[src/rtl/led_ctrl_pkg.sv]
// Shared state encoding and sizing helper for the LED shift sequencer.
package led_ctrl_pkg;

  typedef enum logic [1:0] {
    ST_IDLE = 2'd0,
    ST_RUN  = 2'd1,
    ST_TURN = 2'd2
  } led_state_e;

  // Bits needed to hold 0..steps inclusive.
  function automatic int cnt_w(input int steps);
    return $clog2(steps + 1);
  endfunction

endpackage

[src/rtl/led_tick_prescaler.sv]
// Free-running step prescaler: counts while enabled and flags the cycle it wraps.
module led_tick_prescaler #(
  parameter int DELAY_SIZE = 9
) (
  input  logic clk,
  input  logic rstn,
  input  logic clr,
  input  logic en,
  output logic wrap
);

  logic [DELAY_SIZE-1:0] count;

  // The period is a power of two, so the natural rollover is the wrap.
  always_ff @(posedge clk) begin
    if (!rstn || clr) begin
      count <= '0;
    end else if (en) begin
      count <= count + DELAY_SIZE'(1);
    end
  end

  assign wrap = en && (&count);

endmodule

[src/rtl/led_shift_sequencer.sv]
// Run/stop/direction controller issuing step pulses and a reverse level to the LED shifter.
// Optional build macro LED_AUTO_BOUNCE_EN enables the automatic direction flip.
//
// state | meaning
// IDLE  | halted, prescaler cleared, rev_req flips direction directly
// RUN   | prescaler counting, one step pulse per wrap
// TURN  | single cycle, flips direction and restarts the step period
module led_shift_sequencer
  import led_ctrl_pkg::*;
#(
  parameter int   DELAY_SIZE   = 9,
  parameter int   WIDTH        = 5,
  parameter int   BOUNCE_STEPS = 25,
  localparam int  CNT_W        = cnt_w(BOUNCE_STEPS)
) (
  input  logic             clk,
  input  logic             rstn,
  input  logic             start,
  input  logic             stop,
  input  logic             rev_req,
  output logic             step,
  output logic             reverse,
  output logic             busy,
  output logic [CNT_W-1:0] step_cnt
);

  if (BOUNCE_STEPS < 1 || WIDTH < 1 || DELAY_SIZE < 1) begin : g_param_check
    $error("led_shift_sequencer: BOUNCE_STEPS, WIDTH and DELAY_SIZE must all be >= 1");
  end

  led_state_e       state_q, state_d;
  logic             presc_clr, presc_en, presc_wrap, auto_turn;
  logic             step_d, reverse_d;
  logic [CNT_W-1:0] cnt_d;

  led_tick_prescaler #(.DELAY_SIZE(DELAY_SIZE)) u_presc (
    .clk  (clk),
    .rstn (rstn),
    .clr  (presc_clr),
    .en   (presc_en),
    .wrap (presc_wrap)
  );

`ifdef LED_AUTO_BOUNCE_EN
  // Turn on the step that brings the count since the last turn to BOUNCE_STEPS.
  assign auto_turn = presc_wrap && ((int'(step_cnt) + 1) >= BOUNCE_STEPS);
`else
  assign auto_turn = 1'b0;
`endif

  always_comb begin
    state_d   = state_q;
    step_d    = 1'b0;
    reverse_d = reverse;
    cnt_d     = step_cnt;
    case (state_q)
      ST_IDLE: begin
        if (!stop) begin
          if (rev_req) begin
            reverse_d = ~reverse;
          end else if (start) begin
            state_d = ST_RUN;
          end
        end
      end
      ST_RUN: begin
        if (stop) begin
          state_d = ST_IDLE;
        end else begin
          if (presc_wrap) begin
            step_d = 1'b1;
            if (int'(step_cnt) < BOUNCE_STEPS) begin
              cnt_d = step_cnt + CNT_W'(1);
            end
          end
          if (rev_req || auto_turn) begin
            state_d = ST_TURN;
          end
        end
      end
      ST_TURN: begin
        if (stop) begin
          state_d = ST_IDLE;
        end else begin
          reverse_d = ~reverse;
          cnt_d     = '0;
          state_d   = ST_RUN;
        end
      end
      default: state_d = ST_IDLE;
    endcase
  end

  // Counting only continues while staying in RUN; every other transition restarts the period.
  assign presc_en  = (state_q == ST_RUN);
  assign presc_clr = (state_q != ST_RUN) || (state_d != ST_RUN);

  always_ff @(posedge clk) begin
    if (!rstn) begin
      state_q  <= ST_IDLE;
      step     <= 1'b0;
      reverse  <= 1'b0;
      busy     <= 1'b0;
      step_cnt <= '0;
    end else begin
      state_q  <= state_d;
      step     <= step_d;
      reverse  <= reverse_d;
      busy     <= (state_d != ST_IDLE);
      step_cnt <= cnt_d;
    end
  end

endmodule

[config.mk]
export PLATFORM = sky130hd
export DESIGN_NAME = led_shift_sequencer
export DESIGN_NICKNAME = d
export VERILOG_FILES = /design/src/rtl/led_ctrl_pkg.sv /design/src/rtl/led_tick_prescaler.sv /design/src/rtl/led_shift_sequencer.sv
export SDC_FILE = /design/constraint.sdc
export NUM_CORES = 1
export LEC_CHECK = 0
export BUFFER_PORTS_ARGS = -buffer_cell sky130_fd_sc_hd__buf_2
export CAP_MARGIN = 20
export CORE_AREA = 2 2 55 57
export CTS_CLUSTER_DIAMETER = 40
export DETAILED_ROUTE_END_ITERATION = 8
export DIE_AREA = 0 0 57 59
export PLACE_DENSITY = 0.52
export SKIP_LAST_GASP = 1
export SYNTH_ARGS = -nofsm -noshare
export SYNTH_HDL_FRONTEND = slang
export SYNTH_HIERARCHICAL = 1
export SYNTH_SLANG_ARGS = --single-unit
[constraint.sdc]
create_clock -name clk -period 2.1 [get_ports clk]
set_clock_uncertainty 0.15 [all_clocks]
set_input_delay 0.21 -clock clk [delete_from_list [all_inputs] [get_ports clk]]
set_output_delay 0.21 -clock clk [all_outputs]
set_load 0.01 [all_outputs]
==> results.sh <==
export IMPL_multiInputGateArea_um2=531
export IMPL_grt_pass1_wl_mm=2.96
export IMPL_syn_nets=107
export IMPL_antenna_found_initial=0
export IMPL_critPathKind="reg -> reg"
export IMPL_whs_ns=0.0287
export IMPL_fin_tns_setup_ns=0
export IMPL_track_usage_pct=11.2
export IMPL_hold_path_class="in -> reg"
export IMPL_fillers=292
export IMPL_coreArea_um2=2710
export IMPL_avgRoutedWirePerCell_um=11.6
export IMPL_clkSlewWorstSetupHoldPaths_ns=0.11
export IMPL_start_util_pct=33.7
export IMPL_power_density_nw_per_um2=509
export IMPL_synth_most_common_cell="dfxtp_1"
export IMPL_power_total_mw=0.578
export IMPL_power_frac_seq_pct=62.8
export IMPL_hold_buffers=0
export IMPL_first_iter_violations=8
export IMPL_final_antenna_net_count=0
export IMPL_min_period_over_period_pct=95.4
export IMPL_dp_hpwl_mm=1.24
export IMPL_post_dp_cell_area_um2=1050
export IMPL_die_w_um=57
export IMPL_die_h_um=59
export IMPL_combPwrFrac_pct=4.7
export IMPL_drc=0
export IMPL_synth_area_per_cell_um2=9.21
export IMPL_r2r_cells=9
export IMPL_synthCells=99
export IMPL_ys_ff_latch=19
export IMPL_synthArstFlopShare_pct=0
export IMPL_ff2ff_setup_slack_ns=0.1
export IMPL_tightest_slew_ns=0.348
export IMPL_p_int_mw=0.448
export IMPL_required_ns=2.18
export IMPL_outcome="finished, final reports clean"
export IMPL_cts_tree="yes"
export IMPL_setup_violations_final=0
export IMPL_cts_sinks=19
export IMPL_arrival_ns=2.09
export IMPL_worstPathMaxFanout=5
export IMPL_grt_ovfl_total=0
export IMPL_startpoint_type="flop"
export IMPL_synth_area_um2=912
export IMPL_final_area_um2=1130
export IMPL_place_gp_congestion=0.742
export IMPL_maxCapViolations=0
export IMPL_synth_cell_type_count=36
export IMPL_cts_root_buf="clkbuf_4"
export IMPL_p_clk_share_pct=32.4
export IMPL_setup_worst_path_end_class="flop"
export IMPL_port_buffers=12
export IMPL_num_vias=779
export IMPL_slew_headroom_pct=76.8
export IMPL_grt_pass1_vias=689
export IMPL_first_pass_iters=4
export IMPL_rows=19
export IMPL_routed_wl_mm=1.76
export IMPL_clockBufferDepth=2
export IMPL_antenna_cells=0
export IMPL_fin_crit_ns=2.00
export IMPL_dieArea_um2=3360
export IMPL_final_nets=130
export IMPL_cts_made_buffers=3
export IMPL_switching_share_pct=22.5
export IMPL_ys_seq_area_share_pct=41.7
export IMPL_ir_drop_mv=0.402
export IMPL_pre_cts_ws_ns=0.0765
export IMPL_synth_enable_flop_cells=0
export IMPL_grt_max_degree=11
export IMPL_regToRegStartpoint="u_presc/count[1]"
export IMPL_synth_area_leaders="dfxtp_1, a21oi_1, ha_1, nor2_1, nand3_1"
export IMPL_yosys_most_used_dff="dfxtp_1"
export IMPL_vias_per_cell=5.13
export IMPL_leakage_nw=0.420
export IMPL_finalMaxSlewViolations=0
export IMPL_clk_insertion_delay_late_ns=0.29
export IMPL_path_cells="ha_4 > nand3_2 > nor2_2 > ha_2 > and2_4 > nand4bb_4 > buf_6 > or3b_1 > a21oi_1"
export IMPL_synth_top_area_share_pct=41.7
export IMPL_rsz0062_at_grt="true"
export IMPL_yosys_warnings=6
export IMPL_yosysTopAreaCell="dfxtp_1"
export IMPL_drive_above_1_share_pct=31.4
export IMPL_max_freq_ghz=0.499
export IMPL_hold_viol_final=0
export IMPL_reg2reg_to="step_cnt[1]"
export IMPL_area_growth_pct=24.4
export IMPL_slowest_stage="dfxtp_4"
export IMPL_power_switching_mw=0.130
export IMPL_setup_slack_ns=0.0961
export IMPL_io_pins=13
export IMPL_synthTopCellsByCount="dfxtp_1, nor2_1, a21oi_1"
export IMPL_htree_levels=1
export IMPL_max_stage_delay_ns=0.38
export IMPL_final_seq_area_um2=385
export IMPL_critPathCapture="step_cnt[1]"
export IMPL_crit_path_start="u_presc/count[1]"
## timing repair
| action | CTS | global route |
|---|---|---|
| setup buffers | 0 | 1 |
| setup endpoints to repair | 0 | 5 |
| gates resized for setup | 0 | 12 |
## kinds of logic after synthesis
group | count (synthesis) | share of synthesized area, %
mux | 2 | 2.19
flops | 19 | 41.7
compound gates | 23 | 17.7
simple gates | 40 | 25.8
fa+ha+maj | 3 | 4.12
buf+inv | 8 | 4.66
xor+xnor | 4 | 3.84
## metal layers
metal	share of wire, %	routed length, µm	GRT usage (%)	up-vias
li1	-	-	-	409
met2	50	872	18.2	12
met1	46	804	14.1	356
met4	1.1	19	1.99	0
met5	0	0	0	-
met3	3.6	63	4.59	2
## cells in the final DEF, fill, tap and decap left out, types with 2 or more instances in the layout
| master | Yosys | routed |
|---|---|---|
| mux2i_1 | 2 | 2 |
| o21ai_0 | 3 | 3 |
| a21oi_1 | 8 | 8 |
| clkbuf_4 | 0 | 3 |
| buf_4 | 1 | 9 |
| or4_1 | 3 | 3 |
| or3_1 | 4 | 4 |
| nand2_1 | 2 | 2 |
| nand2b_1 | 3 | 3 |
| a31oi_1 | 2 | 2 |
| dfxtp_1 | 19 | 17 |
| xor2_1 | 3 | 3 |
| nor2_1 | 9 | 8 |
| nand3_1 | 6 | 5 |
| o211ai_1 | 3 | 3 |
| nor2b_1 | 2 | 2 |
| inv_1 | 3 | 3 |
| nand4_1 | 2 | 2 |
| buf_2 | 1 | 12 |
| o31ai_1 | 3 | 3 |
## registers in the layout, summed over array words and instances (netlist names)
register       flops
busy               1
reverse            1
state_q            2
step               1
step_cnt           5
u_presc/count      9
## power by group through the flow
stage | registers [mW] | clock network (mW) | logic (mW)
after floorplan | 0.374 | 0 | 0.0162
after global placement | 0.372 | 0 | 0.0262
after detailed placement | 0.372 | 0 | 0.0267
after CTS | 0.365 | 0.200 | 0.0267
after global routing | 0.364 | 0.219 | 0.0306
final | 0.363 | 0.187 | 0.0274
## through the flow
stage	instances	utilization [%]
6_report	152	41.9
3_5_place_dp	147	38.8
4_1_cts	151	39.8
2_1_floorplan	99	-
3_3_place_gp	147	38.8
5_1_grt	152	41.9
## critical path, delay by kind of cell, from the launching register on
kind | cells | cell delay [ns]
and+or+nand+nor | 5 | 0.81
DFF | 1 | 0.38
buffers and inverters | 1 | 0.15
adders and majority gates | 2 | 0.30
AOI/OAI and AO/OA | 1 | 0.14
## worst min path at each step
stage | startpoint | to | slack (ns) | cells after the start
finish | rev_req | state_q[1] | 0.03 | 3
global route | rev_req | state_q[1] | 0.02 | 3
CTS | rev_req | state_q[1] | 0.02 | 3
detailed placement | reverse | reverse | 0.32 | 2
global placement | reverse | reverse | 0.31 | 2
floorplan | rev_req | state_q[1] | 0.20 | 2
## final cells by class
type / count / area share, %
repair buffers: 22 / 12.2
inverters: 4 / 1.32
flip-flops and latches: 19 / 34.0
multi-input cells: 72 / 46.7
well taps: 31 / 3.42
clock buffers: 4 / 2.32
Power figures use the tool's default switching activity.
